[src/rtl/img_pkg.sv]
// Shared types and defaults for the new-image streaming path.
package img_pkg;

  typedef enum logic [2:0] {
    IDLE,
    READ,
    WAIT,
    SEND,
    DONE
  } stream_state_t;

  localparam int DEF_ADDR_W   = 13;
  localparam int DEF_WORD_W   = 128;
  localparam int DEF_PIX_W    = 8;
  localparam int PIX_PER_WORD = DEF_WORD_W / DEF_PIX_W;

  // Counter width for n states, never narrower than one bit.
  function automatic int cnt_width(input int n);
    return (n > 1) ? $clog2(n) : 1;
  endfunction

endpackage

[src/rtl/word_serializer.sv]
// Loads one memory word and presents it LSB pixel first on a valid/ready port.
module word_serializer
  import img_pkg::*;
#(
  parameter int WORD_W = DEF_WORD_W,
  parameter int PIX_W  = DEF_PIX_W
) (
  input  logic              clk,
  input  logic              reset,
  input  logic              load,
  input  logic [WORD_W-1:0] load_data,
  input  logic              ready,
  output logic [PIX_W-1:0]  data,
  output logic              valid,
  output logic              last
);

  localparam int PPW  = WORD_W / PIX_W;
  localparam int BC_W = cnt_width(PPW);
  localparam logic [BC_W-1:0] LAST_BYTE = BC_W'(PPW - 1);

  logic [WORD_W-1:0] shreg;
  logic [BC_W-1:0]   byte_cnt;

  // NOTE: sequential state uses <= so every register samples pre-edge values.
  // NOTE: the shift register is reset too, so tx_data reads 0 out of reset.
  always_ff @(posedge clk or negedge reset) begin
    if (!reset) begin
      shreg    <= '0;
      byte_cnt <= '0;
      valid    <= 1'b0;
    end else if (load) begin
      shreg    <= load_data;
      byte_cnt <= '0;
      valid    <= 1'b1;
    end else if (valid && ready) begin
      shreg    <= shreg >> PIX_W;
      byte_cnt <= byte_cnt + 1'b1;
      if (byte_cnt == LAST_BYTE) valid <= 1'b0;
    end
  end

  assign data = shreg[PIX_W-1:0];
  assign last = (byte_cnt == LAST_BYTE);

endmodule

[src/rtl/image_stream_out.sv]
// Reads the new-image memory word by word after start and streams it out as pixels.
// Owns the memory address port only while busy; all control outputs are registered.
module image_stream_out
  import img_pkg::*;
#(
  parameter int ADDR_W    = DEF_ADDR_W,
  parameter int WORD_W    = DEF_WORD_W,
  parameter int PIX_W     = DEF_PIX_W,
  parameter int NUM_WORDS = 4096,
  parameter int RD_LAT    = 1
) (
  input  logic              clk,
  input  logic              reset,
  input  logic              start,
  output logic              mem_owner,
  output logic [ADDR_W-1:0] mem_addr,
  output logic              mem_rd_en,
  input  logic [WORD_W-1:0] mem_rdata,
  output logic [PIX_W-1:0]  tx_data,
  output logic              tx_valid,
  input  logic              tx_ready,
  output logic              busy,
  output logic              done
);

  localparam int WC_W = cnt_width(RD_LAT);
  localparam logic [WC_W-1:0]   LAST_WAIT = WC_W'(RD_LAT - 1);
  localparam logic [ADDR_W-1:0] LAST_WORD = ADDR_W'(NUM_WORDS - 1);

  stream_state_t     state;
  logic [ADDR_W-1:0] word_cnt;
  logic [WC_W-1:0]   wait_cnt;
  logic              load;
  logic              last_byte;
  logic              xfer;

  assign load = (state == WAIT) && (wait_cnt == LAST_WAIT);
  assign xfer = tx_valid && tx_ready;

  word_serializer #(
    .WORD_W (WORD_W),
    .PIX_W  (PIX_W)
  ) u_ser (
    .clk       (clk),
    .reset     (reset),
    .load      (load),
    .load_data (mem_rdata),
    .ready     (tx_ready),
    .data      (tx_data),
    .valid     (tx_valid),
    .last      (last_byte)
  );

  always_ff @(posedge clk or negedge reset) begin
    if (!reset) begin
      state     <= IDLE;
      word_cnt  <= '0;
      wait_cnt  <= '0;
      mem_owner <= 1'b0;
      mem_addr  <= '0;
      mem_rd_en <= 1'b0;
      busy      <= 1'b0;
      done      <= 1'b0;
    end else begin
      mem_rd_en <= 1'b0;
      case (state)
        IDLE, DONE: begin
          // Restart from DONE behaves exactly like a fresh start from IDLE.
          if (start) begin
            state     <= READ;
            word_cnt  <= '0;
            mem_addr  <= '0;
            mem_rd_en <= 1'b1;
            mem_owner <= 1'b1;
            busy      <= 1'b1;
            done      <= 1'b0;
          end
        end
        READ: begin
          state    <= WAIT;
          wait_cnt <= '0;
        end
        WAIT: begin
          if (wait_cnt == LAST_WAIT) state <= SEND;
          else                       wait_cnt <= wait_cnt + 1'b1;
        end
        SEND: begin
          if (xfer && last_byte) begin
            if (word_cnt == LAST_WORD) begin
              state     <= DONE;
              busy      <= 1'b0;
              done      <= 1'b1;
              mem_owner <= 1'b0;
            end else begin
              state     <= READ;
              word_cnt  <= word_cnt + 1'b1;
              mem_addr  <= word_cnt + 1'b1;
              mem_rd_en <= 1'b1;
            end
          end
        end
        default: state <= IDLE;
      endcase
    end
  end

endmodule

[config.mk]
export PLATFORM = sky130hd
export DESIGN_NAME = image_stream_out
export DESIGN_NICKNAME = d
export VERILOG_FILES = /design/src/rtl/img_pkg.sv /design/src/rtl/word_serializer.sv /design/src/rtl/image_stream_out.sv
export SDC_FILE = /design/constraint.sdc
export NUM_CORES = 1
export LEC_CHECK = 0
export ABC_AREA = 1
export ABC_CLOCK_PERIOD_IN_PS = 2100
export BUFFER_PORTS_ARGS = -buffer_cell sky130_fd_sc_hd__buf_2
export CELL_PAD_IN_SITES_DETAIL_PLACEMENT = 1
export CELL_PAD_IN_SITES_GLOBAL_PLACEMENT = 1
export CORE_UTILIZATION = 40
export DETAILED_ROUTE_END_ITERATION = 8
export PLACE_DENSITY = 0.8
export SYNTH_ARGS = -nofsm -noshare
export SYNTH_HDL_FRONTEND = slang
export SYNTH_SLANG_ARGS = --single-unit
[constraint.sdc]
create_clock -name clk -period 2.1 [get_ports clk]
set_clock_uncertainty 0.1 [all_clocks]
set_input_delay 0.315 -clock clk [delete_from_list [all_inputs] [get_ports clk]]
set_output_delay 0.315 -clock clk [all_outputs]
set_load 0.02 [all_outputs]
### Word-level counts from Yosys, hierarchy flattened

Index checks and enable logic that the tools add are counted.
W data, S select, Z words.

| operators by class | value |
|---|---|
| multiplexer cells | 30 |
| reductions and logical operators | 13 |
| equal/unequal tests | 11 |
| add/subtract/negate cells | 3 |
| bitwise operators | 1 |

Operators by type and width:

| operator | number |
|---|---|
| $mux W128 | 2 |
| $mux W13 | 3 |
| $pmux W13 S2 | 1 |
| $add A13 B1 Y13 const B | 1 |
| $eq A13 B12 Y1 const B | 1 |
| $mux W1 | 13 |
| $mux W3 | 4 |
| $pmux W3 S4 | 1 |
| $ne A2 B2 Y1 const B | 5 |
| $mux W4 | 2 |
| $pmux W1 S2 | 4 |
| $reduce_and A4 Y1 | 2 |
| $reduce_bool A2 Y1 | 4 |
| $eq A3 B2 Y1 const B | 2 |
| $add A4 B1 Y4 const B | 1 |
| $eq A4 B4 Y1 const B | 1 |
| $eq A3 B1 Y1 const B | 1 |
| $eq A3 B3 Y1 const B | 1 |
| $logic_and A1 B1 Y1 | 3 |
| $logic_not A3 Y1 | 1 |
| $reduce_and A3 Y1 | 1 |
| $reduce_and A2 Y1 | 1 |
| $reduce_or A2 Y1 | 1 |
| $add A1 B1 Y1 const B | 1 |
| $not A1 Y1 | 1 |

| storage, ports and cells | value |
|---|---|
| logic and storage cells | 67 |
| output and inout port bits | 26 |
| input port bits | 132 |
| flip-flop bits (word level) | 153 |

### Logic depth before layout (Yosys ltp)

Gate-level depths: netlist (run 1).

| logic depth | value |
|---|---|
| depth after elaboration | 4 |
| depth in mapped cells | 10 |
| mapped depth without buffers | 9 |

### Cells and area by module

A second synthesis (run 1) with hierarchy kept.

| unflattened totals | value |
|---|---|
| cells, all modules | 879 |
| area total of the unflattened synthesis | 7369.6 µm² |

By module, submodules not included:

| module | area an instance (µm²) | instances | sequential area each (µm²) | cells each |
|---|---|---|---|---|
| word_serializer | 6248.5 | 1 | 3328.2 | 725 |
| image_stream_out | 1121.1 | 1 | 475.5 | 154 |

### Worst setup path after synthesis (run 1)

OpenSTA, ideal clock, no wires.

| timing | value |
|---|---|
| kind | flip-flop to flip-flop |
| start | register word_cnt[0] |
| end | register word_cnt[5] |
| arrival time | 1.488 ns |
| period minus slack after synthesis | 1.705 ns |
| required time | 1.883 ns |
| stages on the path, launching flop included | 10 |
| setup time | 0.117 ns |
| setup slack | 0.395 ns |
| buffers on the path | 1 |
| path through | dfrtp_1 > ha_1 > nand3_1 > nor2_2 > nand2_1 > nor2_2 > nor2_2 > buf_6 > nand2_1 > nand2_1 |

| between the ends | value |
|---|---|
| longest elaborated chain between the ends | 4 |
| elaborated cells between the ends (all ways) | 7 |
| those cells by class | add/sub: 1; eq/ne: 2; mux: 3; reduce/logical: 1 |

Ends and longest elaborated chain:

| what | line | RTL |
|---|---|---|
| start, declared | image_stream_out.sv:31 | `logic [ADDR_W-1:0] word_cnt;` |
| start signal, assigned | image_stream_out.sv:96 | `word_cnt <= word_cnt + 1'b1;` |
| $add A13 B1 Y13 | image_stream_out.sv:96 |  |
| $mux W13 | image_stream_out.sv:89 | `if (word_cnt == LAST_WORD) begin` |
| $mux W13 | image_stream_out.sv:88 | `if (xfer && last_byte) begin` |
| $pmux W13 S2 | image_stream_out.sv:66 | `case (state)` |

Parallel ways exist; a longest one is shown, timed or not. The select of a mux whose other input is x is not followed.
A chain may end at the register's enable or synchronous reset.

### Worst setup path in the final report (run 1)

| timing | value |
|---|---|
| start | register u_ser.byte_cnt[0] |
| end | register word_cnt[11] |

| between the ends | value |
|---|---|
| longest elaborated chain between the ends | 4 |

Ends and longest elaborated chain:

| what | line | RTL |
|---|---|---|
| start, declared | word_serializer.sv:23 | `logic [BC_W-1:0] byte_cnt;` |
| start signal, assigned | word_serializer.sv:38 | `byte_cnt <= byte_cnt + 1'b1;` |
| $eq A4 B4 Y1 | word_serializer.sv:44 | `assign last = (byte_cnt == LAST_BYTE);` |
| $logic_and A1 B1 Y1 | image_stream_out.sv:88 |  |
| $ne A2 B2 Y1 (no line) | -- |  |
| $reduce_and A4 Y1 (no line) | -- |  |

No other way between the ends.

==> metrics.yaml, run 1 <==
run_status:
  run_status: "completed"
logic_synthesis:
  warning_count_from_the_yosys_run: 0
  synth_edf_count: 0
  postSynth.asyncResetShare_pct: 100
  synth_area_um2: 7200
  synth_cell_types: 29
  synth_cells: 891
  synth_top_flop_cell: "sky130_fd_sc_hd__dfrtp_1"
  seq_total_area_yosys_pct: 52.9
  synth_fp_nets: 1025
  synth.avg_cell_area_um2: 8.08
  ys_seq_elements: 152
critical_path:
  worst_r2r_endpoint: "word_cnt[11]"
  critical-path-top-delay-family: "simple AND/OR/NAND/NOR gates"
  crit_path_top_delay_cell: "sky130_fd_sc_hd__nor2_2"
  timing.critical_path.to_type: "flop"
  critPathMaxStageDelay_ns: 0.44
  count_of_buffer_and_inverter_cells_on_the_critical_path: 0
  worst-endpoint-required_ns: 2.36
  reg2reg_slack_ns: 0.25
  critical_path.reg2reg.startpoint: "u_ser.byte_cnt[0]"
  reg2reg_depth: 7
  path_cells: "ha_1 -> nand3_1 -> o21ai_2 -> nand3_1 -> nor2_2 -> nand2_1 -> nand2_1"
  crit_path_max_fanout: 11
  arrival_ns: 2.11
  timing_worst_setup_path_type: "flop to flop"
  timing.critical_path.from_type: "flop"
power:
  power_internal_mw: 7.17
  irDropWorstVdd_mv: 0.724
  clock_power_share_pct: 25.9
  p_sw_mw: 4.29
  leakage_component_of_the_power_nw: 4.29
  power.density_cell_area_nw_per_um2: 1310
  power.sequential.fraction_pct: 39.2
  swShare_pct: 37.4
  share_comb_of_total_power_pct: 34.9
routing:
  route.antenna.remaining_nets: 0
  detailed_route_vias_per_instance: 5.14
  drt-wirelength-per-cell_um: 16.3
  drt_pre_antenna_iters: 4
  total_length_of_routed_wires_um: 20500
  detailedRoute.firstIterationViolations: 355
  drt_drc_violations_left: 0
  dr_total_vias: 6469
global_route:
  gr-usage-met2_pct: 38.3
  gr-total-overflow: 0
  grt_antenna_before_repair: 3
  gr-max-usage-layer: "met2"
  grt_use_met3_pct: 5.33
  grt.total_usage_pct: 23.7
  gr_layer_usage_met1_pct: 31.6
  grt_pass1_wl_um: 34100
  largest_net_degree_at_the_start_of_global_routing: 74
  grt_pass1_vias: 6751
sta:
  final_hold_viol_count: 0
  final.setup.tns_ns: 0
  total_count_of_max_transition_violations_in_the_final_report: 0
  maximum_clock_frequency_ghz: 0.540
  grt_setup_unrepaired: "no"
  post-route-worst-setup-slack_ns: 0.249
  setup_viol_count_final: 0
  relSlewSlack_pct: 67.2
  fin_crit_ns: 1.85
  worstMarginPinSlew_ns: 0.492
  layout_worst_path_cycle_share_pct: 88.1
cts:
  cts.clk_slew.worst_paths_ns: 0.06
  cts.hold.buffers_added: 2
  tritoncts: "yes"
  cts-resized-gates: 0
  cts.sink_count: 152
  cts_htree_levels: 4
  ctsRootBufferMaster: "sky130_fd_sc_hd__clkbuf_16"
  numCtsBuffers: 17
  cts_post_setup_buffers_inserted: 0
  clock_tree.buffer_depth: 2
  clkLatencyLatePin_ns: 0.42
worst_hold_path:
  worst_hold_path.endpoint: "u_ser.shreg[4]"
  hold_class: "primary input to flop"
  min-delay-start: "mem_rdata[4]"
  hold_depth: 3
floorplan:
  die-area_um2: 18500
  fp-row-count: 48
  initial_core_util_pct: 41.3
  placeableCoreArea_um2: 17400
  die_h_um: 136
  die-width_um: 136
  ioPinCount: 158
place:
  place_ws_ns: 0.245
  place_hpwl_um: 14300
  dpl_cell_area_um2: 8170
  placement.io_buffers: 157
  routabilityCongestion: 0.816
  cell_count_after_placement: 1223
finish:
  synthesis_to_finish_area_growth_pct: 21.7
  final_area_um2: 8760
  final_cells: 1258
  fillers: 2180
  finalNetCount: 1153
  final_layout_size_suffix_gt1_share_pct: 21.0
  final_util_pct: 50.3
job:
  drv_cap: 0
-- through the flow --
| stage | hold slack [ns] | power [mW] |
|---|---|---|
| 6_report | 0.0101 | 11.5 |
| 2_1_floorplan | -0.0806 | 7.32 |
| 5_1_grt | 0.0187 | 12.4 |
| 3_3_place_gp | 0.171 | 8.31 |
| 3_5_place_dp | 0.173 | 8.53 |
| 4_1_cts | 0.00164 | 11.6 |
-- layer usage --
metal	share of wire, %	wire length [um]
met5	0	0
met4	1.1	227
met3	5.3	1090
met2	48	9910
met1	45	9300
-- cells in the final DEF, fill, tap and decap left out, types with 2 or more instances in the layout --
cell and instances:
sky130_fd_sc_hd__buf_4 9, sky130_fd_sc_hd__clkinv_2 5, sky130_fd_sc_hd__diode_2 3, sky130_fd_sc_hd__clkbuf_16 17, sky130_fd_sc_hd__a31oi_1 34, sky130_fd_sc_hd__nand2_2 4, sky130_fd_sc_hd__dlygate4sd3_1 2, sky130_fd_sc_hd__nor2_2 6
sky130_fd_sc_hd__clkbuf_8 2, sky130_fd_sc_hd__o211ai_1 8, sky130_fd_sc_hd__nand2_1 169, sky130_fd_sc_hd__buf_12 7, sky130_fd_sc_hd__buf_2 156, sky130_fd_sc_hd__inv_1 108, sky130_fd_sc_hd__bufinv_16 2, sky130_fd_sc_hd__o21ai_0 216
sky130_fd_sc_hd__nor3_1 2, sky130_fd_sc_hd__ha_1 2, sky130_fd_sc_hd__nor2_1 56, sky130_fd_sc_hd__clkbuf_1 2, sky130_fd_sc_hd__nand3_1 41, sky130_fd_sc_hd__o21ai_1 13, sky130_fd_sc_hd__dfrtp_1 152, sky130_fd_sc_hd__a21oi_1 3
-- state kept, by name, indices dropped and copies added, names as in the netlist --
signal / cells
mem_rd_en: 1
u_ser.shreg: 128
done: 1
u_ser.byte_cnt: 4
u_ser.valid: 1
word_cnt: 13
state: 3
busy: 1
-- Yosys cell counts (3+ instances only) --
master	number	area [um2]
sky130_fd_sc_hd__o211ai_1	8	60.1
sky130_fd_sc_hd__a21oi_1	3	15.0
sky130_fd_sc_hd__nor2_2	6	37.5
sky130_fd_sc_hd__nand2_1	169	634
sky130_fd_sc_hd__clkbuf_1	30	113
sky130_fd_sc_hd__buf_4	11	82.6
sky130_fd_sc_hd__dfrtp_1	152	3800
sky130_fd_sc_hd__o21ai_1	13	65.1
sky130_fd_sc_hd__nor2_1	56	210
sky130_fd_sc_hd__inv_1	108	405
sky130_fd_sc_hd__nand2_2	6	37.5
sky130_fd_sc_hd__o21ai_0	216	1080
sky130_fd_sc_hd__nand3_1	41	205
sky130_fd_sc_hd__a31oi_1	34	213
sky130_fd_sc_hd__buf_2	20	100
-- worst reg2reg max path, delay by kind of cell, from the launching register on --
kind,cells,cell delay [ns]
and+or+nand+nor,5,0.93
DFF,1,0.35
AOI/OAI and AO/OA,1,0.22
adders and majority gates,1,0.20
-- layout make-up --
type	count	area, um2	share of cell area [%]
diodes	3	7.51	0.0857
clock buffers	21	460	5.26
clock inverters	9	101	1.16
inverters	110	413	4.72
multi-input cells	563	2670	30.5
flip-flops and latches	152	3800	43.4
well taps	225	282	3.22
repair buffers	175	1020	11.6
-- worst max path at each step --
stage          depth (start not counted)  slack (ns)               from          endpoint
6_report                               7        0.25  u_ser.byte_cnt[0]      word_cnt[11]
5_1_grt                                7        0.03  u_ser.byte_cnt[0]       word_cnt[8]
4_1_cts                                7        0.22  u_ser.byte_cnt[0]       word_cnt[8]
3_5_place_dp                           7        0.24  u_ser.byte_cnt[0]       word_cnt[8]
3_3_place_gp                           5        0.33           state[0]  u_ser.shreg[110]
2_1_floorplan                          9        0.40        word_cnt[0]       word_cnt[5]
-- power groups by stage --
stage                     clock network (mW)  logic (mW)  registers, mW
after global placement                     0        3.83           4.48
final                                   2.97        4.00           4.49
after global routing                    3.13        4.63           4.60
after floorplan                            0        2.88           4.43
after detailed placement                   0        3.99           4.53
after CTS                               3.02        4.06           4.50
-- cell families (layout without fill, tap and decap cells) --
logic type	after synthesis	count (layout)	synth area share [%]
simple gates	283	283	16.1
compound gates	277	277	20.3
buf+inv	176	315	10.3
flops	152	152	52.9
fa+ha+maj	2	2	0.348
xor+xnor	1	1	0.122
other cells	0	3	0
(Power assumes the default switching activity.)
==> run 2: changes to the inputs <==
--- a/config.mk
+++ b/config.mk
@@ -9,10 +9,10 @@
 export ABC_CLOCK_PERIOD_IN_PS = 2100
 export BUFFER_PORTS_ARGS = -buffer_cell sky130_fd_sc_hd__buf_2
 export CELL_PAD_IN_SITES_DETAIL_PLACEMENT = 1
-export CELL_PAD_IN_SITES_GLOBAL_PLACEMENT = 1
-export CORE_UTILIZATION = 40
+export CELL_PAD_IN_SITES_GLOBAL_PLACEMENT = 2
+export CORE_UTILIZATION = 31
 export DETAILED_ROUTE_END_ITERATION = 8
-export PLACE_DENSITY = 0.8
+export PLACE_DENSITY = 0.79
 export SYNTH_ARGS = -nofsm -noshare
 export SYNTH_HDL_FRONTEND = slang
 export SYNTH_SLANG_ARGS = --single-unit
==> run 2 against run 1 <==
Against the previous run:
- global-route usage is 4.9 points lower
- setup slack worse by 0.015 ns
- maximum frequency down 0.82%
- sequential share of layout area fell by 1.0 points
- count of clock-buffer cells in the layout decreased by 1
- non-clock buffer count is 10 higher
- routed wire length grew 4.8%
- cell area up 2.5%
==> metrics.yaml, run 2 (synthesized netlist as in run 1, its figures left out) <==
routing:
  drt_pre_antenna_iters: 5
  drt-wirelength-per-cell_um: 16.2
  route.antenna.remaining_nets: 0
  drt_drc_violations_left: 0
  detailedRoute.firstIterationViolations: 332
  total_length_of_routed_wires_um: 21500
  detailed_route_vias_per_instance: 4.83
  dr_total_vias: 6423
sta:
  layout_worst_path_cycle_share_pct: 88.9
  final.setup.tns_ns: 0
  maximum_clock_frequency_ghz: 0.536
  fin_crit_ns: 1.87
  relSlewSlack_pct: 58.4
  worstMarginPinSlew_ns: 0.624
  setup_viol_count_final: 0
  grt_setup_unrepaired: "no"
  total_count_of_max_transition_violations_in_the_final_report: 0
  final_hold_viol_count: 0
cts:
  clock_tree.buffer_depth: 2
  ctsRootBufferMaster: "sky130_fd_sc_hd__clkbuf_16"
  cts_htree_levels: 4
  cts.clk_slew.worst_paths_ns: 0.06
  cts.sink_count: 152
  numCtsBuffers: 17
  cts_post_setup_buffers_inserted: 0
  cts-resized-gates: 0
  clkLatencyLatePin_ns: 0.43
  tritoncts: "yes"
global_route:
  grt_pass1_wl_um: 35200
  grt.total_usage_pct: 18.9
  gr-total-overflow: 0
  grt_antenna_before_repair: 4
  largest_net_degree_at_the_start_of_global_routing: 115
  grt_pass1_vias: 6472
finish:
  final_layout_size_suffix_gt1_share_pct: 21.1
  layout_common_cells: "216 x sky130_fd_sc_hd__o21ai_0, 169 x sky130_fd_sc_hd__nand2_1, 156 x sky130_fd_sc_hd__buf_2"
  final_cells: 1330
  synthesis_to_finish_area_growth_pct: 24.7
  layout_top_registers: "u_ser.shreg x128, word_cnt x13, u_ser.byte_cnt x4"
  top_register: "u_ser.shreg"
  finalNetCount: 1163
  largest_reg_flops: 128
  fillers: 2758
  mostFrequentLayoutCell: "sky130_fd_sc_hd__o21ai_0"
  final_util_pct: 39.5
floorplan:
  initial_core_util_pct: 31.7
  die_h_um: 154
  die-area_um2: 23800
  ioPinCount: 158
  die-width_um: 154
  fp-row-count: 55
  placeableCoreArea_um2: 22700
critical_path:
  critical-path-top-delay-family: "buffers and inverters"
  count_of_buffer_and_inverter_cells_on_the_critical_path: 2
  timing.critical_path.from_type: "flop"
  worst-endpoint-required_ns: 2.30
  timing.critical_path.to_type: "flop"
  arrival_ns: 2.06
  reg2reg_depth: 7
  path_cells: "inv_1 -> nor2_1 -> nand2_8 -> buf_4 -> o21ai_0 -> o21ai_0 -> o21ai_0"
  timing_worst_setup_path_type: "flop to flop"
  critical_path_cell_count: 7
  crit_path_top_delay_cell: "sky130_fd_sc_hd__buf_4"
  crit_path_max_fanout: 70
  cp_common_cell: "sky130_fd_sc_hd__o21ai_0"
  critPathMaxStageDelay_ns: 0.52
job:
  drv_cap: 0
power:
  power.density_cell_area_nw_per_um2: 1310
  irDropWorstVdd_mv: 0.486
  leakage_component_of_the_power_nw: 4.35
run_status:
  run_status: "completed"
worst_hold_path:
  hold_class: "primary input to flop"
  hold_depth: 3
place:
  place_hpwl_um: 14500
  routabilityCongestion: 0.761
  cell_count_after_placement: 1284
  placement.io_buffers: 157
run 2: cell types whose count changed in the layout (fill, tap and decap cells not counted), sizes merged:
cell and delta:
dlygate4sd3 +9, buf +1, clkinv -2, clkbuf -1
bufinv +2, clkinvlp +3
run 2: power breakdown:
group | switching [mW] | internal (mW) | leakage [nW]
clock network | 1.28 | 2.05 | 0.298
registers | 0.479 | 4.00 | 1.97
logic | 2.60 | 1.38 | 2.08
run 2: final timing paths:
kind	from	endpoint	slack, ns
min in group asynchronous	reset	u_ser.shreg[3]	0.27
hold reg to reg	done	done	0.37
setup reg to reg	state[1]	u_ser.shreg[107]	0.23
max in group asynchronous	reset	word_cnt[4]	0.97
setup / recovery	state[1]	u_ser.shreg[107]	0.23
hold / removal	mem_rdata[123]	u_ser.shreg[123]	0.01
run 2: worst min-delay path, delay by kind of cell:
| family | cells | cell delay, ns |
|---|---|---|
| AOI/OAI and AO/OA | 1 | 0.06 |
| buffers and inverters | 1 | 0.08 |
| and+or+nand+nor | 1 | 0.05 |
run 2: per-stage QoR:
stage / worst slack (ns) / total power [mW] / area [um2] / hold WS (ns)
after floorplan: 0.395 / 7.32 / 7200 / -0.0806
after global placement: 0.322 / 8.43 / 8220 / 0.172
after detailed placement: 0.255 / 8.56 / 8220 / 0.174
after CTS: 0.221 / 12.0 / 8960 / 0.000262
after global routing: 0.0481 / 12.8 / 8970 / 0.00433
final: 0.234 / 11.8 / 8970 / 0.0107
run 2: layout make-up:
| type | count | area [um2] | share of cell area (%) |
|---|---|---|---|
| Sequential cell | 152 | 3800 | 42.4 |
| Timing Repair Buffer | 185 | 1090 | 12.2 |
| Tap cell | 285 | 357 | 3.97 |
| Multi-Input combinational cell | 563 | 2670 | 29.7 |
| Clock inverter | 12 | 174 | 1.94 |
| Clock buffer | 20 | 457 | 5.09 |
| Inverter | 110 | 413 | 4.60 |
| Antenna cell | 3 | 7.51 | 0.0837 |
run 2: per-layer routing:
metal  up-vias  wire, um  global-route usage (%)
li1       3169         -                       -
met1      3112     10600                    27.0
met2       119      9800                    28.9
met3        21       820                    4.09
met4         2       240                    4.62
met5         -        13                       0
run 2: timing repair:
item,in CTS,in global routing
hold endpoints to repair,45,0
setup endpoints to repair,0,0
hold buffers,11,0
==> run 3: changes to the inputs <==
--- a/config.mk
+++ b/config.mk
@@ -5,14 +5,15 @@
 export SDC_FILE = /design/constraint.sdc
 export NUM_CORES = 1
 export LEC_CHECK = 0
-export ABC_AREA = 1
+export ABC_AREA = 0
 export ABC_CLOCK_PERIOD_IN_PS = 2100
 export BUFFER_PORTS_ARGS = -buffer_cell sky130_fd_sc_hd__buf_2
 export CELL_PAD_IN_SITES_DETAIL_PLACEMENT = 1
 export CELL_PAD_IN_SITES_GLOBAL_PLACEMENT = 2
-export CORE_UTILIZATION = 31
+export CORE_UTILIZATION = 34
 export DETAILED_ROUTE_END_ITERATION = 8
-export PLACE_DENSITY = 0.79
+export PLACE_DENSITY = 0.8
 export SYNTH_ARGS = -nofsm -noshare
 export SYNTH_HDL_FRONTEND = slang
+export SYNTH_HIERARCHICAL = 1
 export SYNTH_SLANG_ARGS = --single-unit
==> run 3 against run 2 <==
Against the previous run:
- critical path depth down 2
- largest power group unchanged
- highest routed layer is now met4
- first-iteration DRC count decreased by 37%
- synthesized cell count is 23% lower
- final cell count down 14%
- largest cell class unchanged
==> metrics.yaml, run 3 <==
cts:
  cts.sink_count: 152
  ctsRootBufferMaster: "sky130_fd_sc_hd__clkbuf_16"
  cts_htree_levels: 4
  clkLatencyLatePin_ns: 0.42
  tritoncts: "yes"
  numCtsBuffers: 17
  cts.clk_slew.worst_paths_ns: 0.06
  clock_tree.buffer_depth: 2
power:
  irDropWorstVdd_mv: 0.492
  power.total_mw: 10.5
  share_comb_of_total_power_pct: 24.8
  power.sequential.fraction_pct: 44.0
  clock_power_share_pct: 31.1
  power_internal_mw: 7.26
  swShare_pct: 30.8
  power.density_cell_area_nw_per_um2: 1140
  p_sw_mw: 3.24
  leakage_component_of_the_power_nw: 4.61
logic_synthesis:
  synth_edf_count: 0
  synth_top_flop_cell: "sky130_fd_sc_hd__dfrtp_1"
  synth_area_um2: 7060
  synth_cell_types: 40
  synth.avg_cell_area_um2: 10.2
  synth_largest_type_area_fraction_pct: 53.9
  ys_seq_elements: 152
  postSynth.asyncResetShare_pct: 100
  warning_count_from_the_yosys_run: 6
  synth_cells: 690
  most_frequent_cell_after_synthesis: "sky130_fd_sc_hd__dfrtp_1"
  synth.cells.most_frequent: "152 x sky130_fd_sc_hd__dfrtp_1, 147 x sky130_fd_sc_hd__nand2_1, 135 x sky130_fd_sc_hd__o21ai_0, 121 x sky130_fd_sc_hd__mux2i_1, 22 x sky130_fd_sc_hd__clkbuf_1"
  seq_total_area_yosys_pct: 53.9
  synth_fp_nets: 824
  yosys-top-cells-area: "sky130_fd_sc_hd__dfrtp_1 54%, sky130_fd_sc_hd__mux2i_1 17%, sky130_fd_sc_hd__o21ai_0 9.6%"
  synth_area_leader_cell: "sky130_fd_sc_hd__dfrtp_1"
routing:
  detailed_route_vias_per_instance: 4.84
  dr_total_vias: 5542
  drt_pre_antenna_iters: 4
  drt-wirelength-per-cell_um: 16.0
  total_length_of_routed_wires_um: 18300
  route.antenna.remaining_nets: 0
  drt_drc_violations_left: 0
  detailedRoute.firstIterationViolations: 210
finish:
  fillers: 2302
  largest_reg_flops: 128
  mostFrequentLayoutCell: "sky130_fd_sc_hd__buf_2"
  layout_common_cells: "156 x sky130_fd_sc_hd__buf_2, 152 x sky130_fd_sc_hd__dfrtp_1, 146 x sky130_fd_sc_hd__nand2_1"
  top_register: "u_ser/shreg"
  finalNetCount: 996
  layout_top_registers: "u_ser/shreg x128, word_cnt x13, u_ser/byte_cnt x4"
  final_layout_size_suffix_gt1_share_pct: 24.6
  final_cells: 1145
  n_antenna_cell: 0
  synthesis_to_finish_area_growth_pct: 30.0
run_status:
  run_status: "completed"
floorplan:
  die-width_um: 146
  placeableCoreArea_um2: 20300
  fp-row-count: 52
  die-area_um2: 21300
  ioPinCount: 158
  initial_core_util_pct: 34.8
  die_h_um: 146
job:
  drv_cap: 0
critical_path:
  timing_worst_setup_path_type: "flop to flop"
  arrival_ns: 2.21
  crit_path_top_delay_cell: "sky130_fd_sc_hd__or4_4"
  crit_path_max_fanout: 9
  timing.critical_path.from_type: "flop"
  worst-endpoint-required_ns: 2.31
  path_cells: "ha_2 -> nand3_2 -> or4_4 -> and3_1 -> a31o_1"
  critPathMaxStageDelay_ns: 0.61
  timing.critical_path.to_type: "flop"
place:
  placement.io_buffers: 157
  cell_count_after_placement: 1082
  place_ws_ns: 0.108
  routabilityCongestion: 0.803
  place_hpwl_um: 12900
sta:
  layout_worst_path_cycle_share_pct: 95.2
  grt_setup_unrepaired: "no"
  maximum_clock_frequency_ghz: 0.500
  relSlewSlack_pct: 67.4
  worstMarginPinSlew_ns: 0.489
  setup_viol_count_final: 0
  final_hold_viol_count: 0
  final.setup.tns_ns: 0
  post-route-worst-setup-slack_ns: 0.102
  fin_crit_ns: 2.00
  total_count_of_max_transition_violations_in_the_final_report: 0
global_route:
  grt.total_usage_pct: 18.2
  gr-total-overflow: 0
  largest_net_degree_at_the_start_of_global_routing: 136
  grt_pass1_wl_um: 30900
  grt_antenna_before_repair: 0
  grt_pass1_vias: 6118
worst_hold_path:
  hold_class: "primary input to flop"
-- run 3: changes by cell type after synthesis, sizes merged, moves of 4 or more --
| cell | before | now |
|---|---|---|
| mux2i | 0 | 121 |
| o21ai | 230 | 137 |
| nand3 | 41 | 5 |
| o211ai | 8 | 2 |
| a21oi | 3 | 7 |
| and3 | 0 | 4 |
| inv | 109 | 6 |
| nor2 | 63 | 8 |
| a31oi | 34 | 11 |
| nand2b | 0 | 4 |
| clkbuf | 31 | 22 |
| nand2 | 175 | 147 |
| nand4 | 0 | 6 |
-- run 3: worst max-delay path, delay by kind of cell, from the launching register on --
kind            cells  cell delay [ns]
simple gates        3             0.92
fa+ha+maj           1             0.25
flops               1             0.43
compound gates      1             0.18
-- run 3: path summary, 6_finish.rpt --
path                       cells past startpoint     startpoint               end  slack [ns]
max                                            5    word_cnt[1]       word_cnt[1]        0.10
min                                            3  mem_rdata[29]   u_ser/shreg[29]       0.009
max reg2reg                                    5    word_cnt[1]       word_cnt[1]        0.10
min reg2reg                                    1       state[2]          state[1]        0.41
max in group asynchronous                      3          reset  u_ser/shreg[124]        0.96
min in group asynchronous                      2          reset       word_cnt[9]        0.31
-- run 3: final cells by class --
| type | instances | area (um2) | share of cell area [%] |
|---|---|---|---|
| inverters | 6 | 22.5 | 0.245 |
| flip-flops and latches | 152 | 3800 | 41.4 |
| multi-input cells | 476 | 2950 | 32.1 |
| clock inverters | 11 | 171 | 1.87 |
| clock buffers | 21 | 460 | 5.02 |
| repair buffers | 209 | 1440 | 15.6 |
| well taps | 270 | 338 | 3.68 |
-- run 3: timing repair --
item                                    CTS  global route
hold endpoints to repair                 74             0
hold buffers                             31             0
gates resized for setup                   0             1
buffers inserted                          0             0
endpoints found under the setup margin    0             3
-- run 3: per-stage QoR --
stage | hold slack [ns] | cell area (um2) | utilization, %
after floorplan | -0.0806 | 7060 | -
after global placement | 0.190 | 8230 | 40.6
after detailed placement | 0.193 | 8230 | 40.6
after CTS | 0.000110 | 9180 | 45.2
after global routing | 0.0128 | 9180 | 45.2
final | 0.00940 | 9180 | 45.2
-- run 3: logic make-up after synthesis --
logic type	synth area share [%]
simple gates	11.5
xor+xnor	0.248
flops	53.9
fa+ha+maj	0.354
compound gates	12.2
mux	17.2
buf+inv	4.61
-- run 3: power groups by stage --
stage                     Sequential, mW  Combinational (mW)  Clock [mW]
after CTS                           4.64                2.66        3.36
after floorplan                     4.44                1.84           0
final                               4.62                2.61        3.27
after detailed placement            4.69                2.60           0
after global placement              4.63                2.47           0
after global routing                4.74                2.94        3.47
-- run 3: layer usage --
metal | track usage (%) | wire, um | vias up
met5 | 0 | 0 | -
met4 | 4.74 | 210 | 0
met3 | 3.75 | 648 | 19
met2 | 30.4 | 8920 | 121
met1 | 24.0 | 8570 | 2657
li1 | - | - | 2745
